$ cat src/rtl/nth_prime_if.sv
// Handshake and result bus for nth_prime_engine.
// The sequencer drives start/n; the engine drives the run status and results.
interface nth_prime_if #(
    parameter int WIDTH = 32,
    parameter int CW    = 16
);
    logic             start;
    logic [CW-1:0]    n;
    logic [WIDTH-1:0] result;
    logic [CW-1:0]    count;
    logic             busy;
    logic             done;
    logic             error;

    modport master (output start, n, input result, count, busy, done, error);
    modport slave  (input start, n, output result, count, busy, done, error);
endinterface

$ cat src/rtl/nth_prime_engine.sv
// Runtime-programmable n-th prime finder.
// Uses trial division by odd divisors, with a bit-serial restoring remainder.
module nth_prime_engine #(
    parameter int WIDTH = 32,
    parameter int CW    = 16
) (
    input  logic        clk,
    input  logic        rst,
    nth_prime_if.slave  bus
);
    localparam int BW = $clog2(WIDTH + 1);

    typedef enum logic [2:0] {IDLE, NEXT, TEST, DIV, DONE} state_t;

    state_t           state;
    logic [CW-1:0]    n_lat;
    logic [CW-1:0]    count_q;
    logic [WIDTH-1:0] c;
    logic [WIDTH-1:0] d;
    logic [WIDTH-1:0] rem;
    logic [WIDTH-1:0] sh;
    logic [WIDTH-1:0] result_q;
    logic [BW-1:0]    bit_cnt;
    logic             busy_q;
    logic             done_q;
    logic             error_q;

    // d*d is formed at double width so the bound test can never wrap
    logic [2*WIDTH-1:0] dsq;
    logic               d_exceeds;
    logic [WIDTH:0]     c_next;
    logic [WIDTH:0]     trial;
    logic               ge;
    logic [WIDTH-1:0]   rem_nx;
    logic [CW-1:0]      cnt_inc;
    logic               last_bit;

    assign dsq       = {{WIDTH{1'b0}}, d} * {{WIDTH{1'b0}}, d};
    assign d_exceeds = dsq > {{WIDTH{1'b0}}, c};
    assign c_next    = (c == WIDTH'(2)) ? {1'b0, c} + (WIDTH+1)'(1)
                                        : {1'b0, c} + (WIDTH+1)'(2);
    assign trial     = {rem, sh[WIDTH-1]};
    assign ge        = trial >= {1'b0, d};
    assign rem_nx    = ge ? WIDTH'(trial - {1'b0, d}) : trial[WIDTH-1:0];
    assign cnt_inc   = count_q + CW'(1);
    assign last_bit  = bit_cnt == BW'(WIDTH - 1);

    always_ff @(posedge clk or posedge rst) begin
        if (rst) begin
            state    <= IDLE;
            n_lat    <= '0;
            count_q  <= '0;
            c        <= '0;
            d        <= '0;
            rem      <= '0;
            sh       <= '0;
            result_q <= '0;
            bit_cnt  <= '0;
            busy_q   <= 1'b0;
            done_q   <= 1'b0;
            error_q  <= 1'b0;
        end else begin
            case (state)
                IDLE, DONE: begin
                    if (bus.start) begin
                        n_lat    <= bus.n;
                        result_q <= '0;
                        count_q  <= '0;
                        done_q   <= 1'b0;
                        error_q  <= 1'b0;
                        if (bus.n == '0) begin
                            state   <= DONE;
                            done_q  <= 1'b1;
                            error_q <= 1'b1;
                            busy_q  <= 1'b0;
                        end else begin
                            busy_q <= 1'b1;
                            c      <= WIDTH'(2);
                            d      <= WIDTH'(3);
                            state  <= TEST;
                        end
                    end
                end
                TEST: begin
                    // result tracks the latest prime so an overflow reports it
                    if (c == WIDTH'(2) || d_exceeds) begin
                        count_q  <= cnt_inc;
                        result_q <= c;
                        if (cnt_inc == n_lat) begin
                            done_q <= 1'b1;
                            busy_q <= 1'b0;
                            state  <= DONE;
                        end else begin
                            state <= NEXT;
                        end
                    end else begin
                        rem     <= '0;
                        sh      <= c;
                        bit_cnt <= '0;
                        state   <= DIV;
                    end
                end
                DIV: begin
                    rem     <= rem_nx;
                    sh      <= sh << 1;
                    bit_cnt <= bit_cnt + BW'(1);
                    if (last_bit) begin
                        if (rem_nx == '0) begin
                            state <= NEXT;
                        end else begin
                            d     <= d + WIDTH'(2);
                            state <= TEST;
                        end
                    end
                end
                NEXT: begin
                    if (c_next[WIDTH]) begin
                        done_q  <= 1'b1;
                        error_q <= 1'b1;
                        busy_q  <= 1'b0;
                        state   <= DONE;
                    end else begin
                        c     <= c_next[WIDTH-1:0];
                        d     <= WIDTH'(3);
                        state <= TEST;
                    end
                end
                default: state <= IDLE;
            endcase
        end
    end

    assign bus.result = result_q;
    assign bus.count  = count_q;
    assign bus.busy   = busy_q;
    assign bus.done   = done_q;
    assign bus.error  = error_q;
endmodule

$ cat src/flat_wrapper.sv
// flat-port wrapper written by rule: the top's interface ports become plain ports
module nth_prime_engine_flat 
#(
    parameter int WIDTH = 32,
    parameter int CW    = 16
)
  (clk, rst, bus_start, bus_n, bus_result, bus_count, bus_busy, bus_done, bus_error);
  nth_prime_if #(.WIDTH(WIDTH), .CW(CW)) bus_i ();
  input  logic clk;
  input  logic rst;
  input wire logic [$bits(bus_i.start)-1:0] bus_start;
  input wire logic [$bits(bus_i.n)-1:0] bus_n;
  output wire logic [$bits(bus_i.result)-1:0] bus_result;
  output wire logic [$bits(bus_i.count)-1:0] bus_count;
  output wire logic [$bits(bus_i.busy)-1:0] bus_busy;
  output wire logic [$bits(bus_i.done)-1:0] bus_done;
  output wire logic [$bits(bus_i.error)-1:0] bus_error;
  assign bus_i.start = bus_start;
  assign bus_i.n = bus_n;
  assign bus_result = bus_i.result;
  assign bus_count = bus_i.count;
  assign bus_busy = bus_i.busy;
  assign bus_done = bus_i.done;
  assign bus_error = bus_i.error;
  nth_prime_engine #(.WIDTH(WIDTH), .CW(CW)) u_core (.clk(clk), .rst(rst), .bus(bus_i));
endmodule
$ cat config.mk
export PLATFORM = sky130hd
export DESIGN_NAME = nth_prime_engine_flat
export DESIGN_NICKNAME = d
export VERILOG_FILES = /design/src/rtl/nth_prime_if.sv /design/src/rtl/nth_prime_engine.sv /design/src/flat_wrapper.sv
export SDC_FILE = /design/constraint.sdc
export NUM_CORES = 2
export LEC_CHECK = 0
export ABC_CLOCK_PERIOD_IN_PS = 15760
export BUFFER_PORTS_ARGS = -buffer_cell sky130_fd_sc_hd__buf_2
export CAP_MARGIN = 0
export CELL_PAD_IN_SITES_DETAIL_PLACEMENT = 1
export CELL_PAD_IN_SITES_GLOBAL_PLACEMENT = 2
export CORE_MARGIN = 2
export CORE_UTILIZATION = 45
export DETAILED_ROUTE_END_ITERATION = 8
export PLACE_DENSITY_LB_ADDON = 0.1
export SYNTH_ARGS = -nofsm -noshare
export SYNTH_HDL_FRONTEND = slang
export SYNTH_SLANG_ARGS = --single-unit
$ cat constraint.sdc
create_clock -name clk -period 15.76 [get_ports clk]
set_clock_uncertainty 0.1 [all_clocks]
set_input_delay 1.576 -clock clk [delete_from_list [all_inputs] [get_ports clk]]
set_output_delay 1.576 -clock clk [all_outputs]
set_load 0.01 [all_outputs]
==> run_results.csv <==
group,metric,value,unit
place,gp_congestion,0.932,
power,powerDensity,94.9,nW/um2
global_routing,overflow,0,
synthesis,netlist_area,43000,um2
sta,final-hold-violation-count,0,
sta,final-setup-viol-count,0,
synthesis,ys.warnings.count,0,
setup_path,startpoint_type,"flop",
place,place_inst,6110,
clock_tree,cts_tree,"built",
setup_path,arrival,13.12,ns
setup_path,path_delay_family,"adder cells",
clock_tree,postCtsSetupBuffers,0,
place,pre_cts_ws,3.23,ns
clock_tree,cts_repair_resize_count,0,
sta,worst_pin_slew,1.27,ns
finish,fin_cells,6155,
finish,diodes,0,
sta,fin_crit_sh,81.0,%
drt,drc_errors,0,
sta,fmax,78.4,MHz
synthesis,synth_compound_area_share,9.97,%
place,port_buffers,69,
floorplanning,initial_core_util,45.3,%
drt,post_drt_wl_per_cell,24.8,um
synthesis,synth_edf_count,0,
clock_tree,htree_levels,1,
synthesis,synth_xor_area_share,2.83,%
setup_path,worstSetupEndpointType,"flop",
setup_path,path_buf_inv,9,
finish,final_nets,6038,
synthesis,muxShareOfSynthArea,2.13,%
global_routing,grt_pass1_vias,37900,
power,ir_drop,120,uV
sta,rsz0062_at_grt,"false",
drt,dr.first_iter.drc_count,2297,
synthesis,synthArstFlopShare,100,%
drt,routed_via_density,5.59,
place,dp_hpwl,123000,um
status,status,"completed",
synthesis,avgSynthCellArea,8.73,um2
synthesis,synth_top_family_by_area,"adder cells",
drt,antenna_left,0,
floorplanning,row_count,113,
synthesis,synthAdderAreaFrac,47.5,%
synthesis,synth_nets,6084,
synthesis,synthCells,4918,
synthesis,ys_ff_latch,204,
synthesis,yosysUniqueCellTypes,87,
sta,drv_slew,0,
sta,slew_headroom,15.7,%
worst_hold_path,hp-class,"reg2reg",
drt,drtPass1Iterations,5,
global_routing,grt_pass1_wl,237000,um
setup_path,cp.required,16.12,ns
floorplanning,pin_count,70,
synthesis,synthFlopType,"dfrtp_1",
drt,vias,34400,
setup_path,worstSetupPathType,"reg2reg",
floorplanning,coreArea,94900,um2
synthesis,synth-simple-area-share,13.4,%
sta,holdWs,0.386,ns
setup_path,path_max_fanout,27,
sta,setup_slack,3.00,ns
drt,wl,153000,um
power,p_leak,23.9,nW
global_routing,grt_max_degree,94,
global_routing,grtUsageTotal,32.0,%
setup_path,cpMostUsedCell,"fa_1",
finish,fin_util,48.0,%
sta,period_needed,12.76,ns
finish,area.growth.synth_to_final,6.04,%
clock_tree,clkLatencyLatePin,0.58,ns
clock_tree,cts_buffers,25,
floorplanning,dieArea,97900,um2
run,drv_cap,0,
setup_path,crit_path_max_incr_delay,1.09,ns
clock_tree,cts_root_buf,"clkbuf_16",
clock_tree,cts.sinks,204,
finish,final_area,45500,um2
setup_path,crit_slowest_cell,"dfrtp_1",
floorplanning,die_w,313,um
power,power,4.32,mW
sta,tns,0,ns
place,placed_cell_area,44600,um2
global_routing,antenna_found_initial,2,
clock_tree,cts_hold_buf,0,
synthesis,yosysSeqAreaShare,11.9,%
floorplanning,die_y,313,um
clock_tree,cts_buffer_depth,3,
finish,drive_above_1_share,5.28,%
clock_tree,clk_pin_slew,0.07,ns
sequential cells by signal (all words and copies together) (netlist names):
register and flops:
u_core.bus.result 32, u_core.c 32, u_core.d 32, u_core.rem 32, u_core.sh 32, u_core.bus.count 16
u_core.n_lat 16, u_core.bit_cnt 6, u_core.state 3, u_core.bus.busy 1, u_core.bus.done 1, u_core.bus.error 1
worst min-delay path, stage by stage, from the launching register on:
cell and delay (ns):
dfrtp_1 0.34, nand2_1 0.05, o21ai_1 0.06
cell usage after synthesis (all sizes together), types with 14 or more instances:
master	n	area, um2
inv	1165	4370
fa	804	16100
nand2	507	1900
nor2	410	1540
ha	343	4290
dfrtp	204	5100
a21oi	190	955
clkbuf	184	691
o21ai	157	786
xnor2	96	841
nand3	67	335
mux2i	62	621
nand4	60	375
nor3	46	230
xor2	40	350
buf	39	191
a21o	34	255
a22o	33	289
a31o	30	263
nor4	28	175
mux2	26	293
and3	25	156
o31ai	25	193
or4	20	154
and2	19	119
o21a	19	143
or3	18	113
a211oi	17	128
a31oi	17	106
nor2b	16	100
o211ai	16	120
o21bai	16	120
or2	15	93.8
and4	14	123
nand2b	14	87.6
cell families after synthesis:
group                      Yosys count
AOI/OAI and AO/OA                  659
xor gates and xnor gates           137
adders and majority gates         1147
buffers and inverters             1394
DFF                                204
muxes                               88
other                                2
and+or+nand+nor                   1287
layout make-up:
| type | count | area (um2) |
|---|---|---|
| clock buffers | 34 | 729 |
| clock inverters | 11 | 174 |
| fillers | 11100 | 49300 |
| inverters | 1171 | 4400 |
| multi-input cells | 3320 | 32600 |
| flip-flops and latches | 204 | 5110 |
| well taps | 1265 | 1580 |
| repair buffers | 150 | 953 |
cells in the final DEF, fill, tap and decap left out, drive strengths merged, types with 46 or more instances in the layout:
cell type,n
nand4,60
ha,343
o21ai,157
nand2,507
inv,1166
mux2i,62
dfrtp,204
nor3,46
buf,150
xnor2,96
nand3,67
a21oi,190
fa,804
nor2,410
path summary, 6_finish.rpt:
check | cells after the start | slack, ns | startpoint | end
max in group asynchronous | 4 | 12.49 | rst | u_core.n_lat[5]
setup reg to reg | 38 | 3.00 | u_core.d[22] | u_core.rem[23]
setup / recovery | 38 | 3.00 | u_core.d[22] | u_core.rem[23]
hold / removal | 2 | 0.39 | u_core.sh[27] | u_core.sh[28]
min in group asynchronous | 2 | 1.04 | rst | u_core.rem[4]
hold reg to reg | 2 | 0.39 | u_core.sh[27] | u_core.sh[28]
power breakdown:
part           switching [mW]  internal [mW]  leakage (nW)
Clock                   0.262          0.390         0.451
Combinational            1.80           1.01          20.7
Sequential              0.186          0.679          2.69
per-layer routing:
| layer | vias up | track usage (%) | part of all wire (%) |
|---|---|---|---|
| met4 | 2 | 8.38 | 3.2 |
| met5 | - | 0 | 0.0085 |
| met1 | 17900 | 45.0 | 44 |
| li1 | 15200 | - | - |
| met3 | 226 | 4.75 | 6.5 |
| met2 | 1046 | 51.8 | 46 |
(Power assumes the default switching activity.)
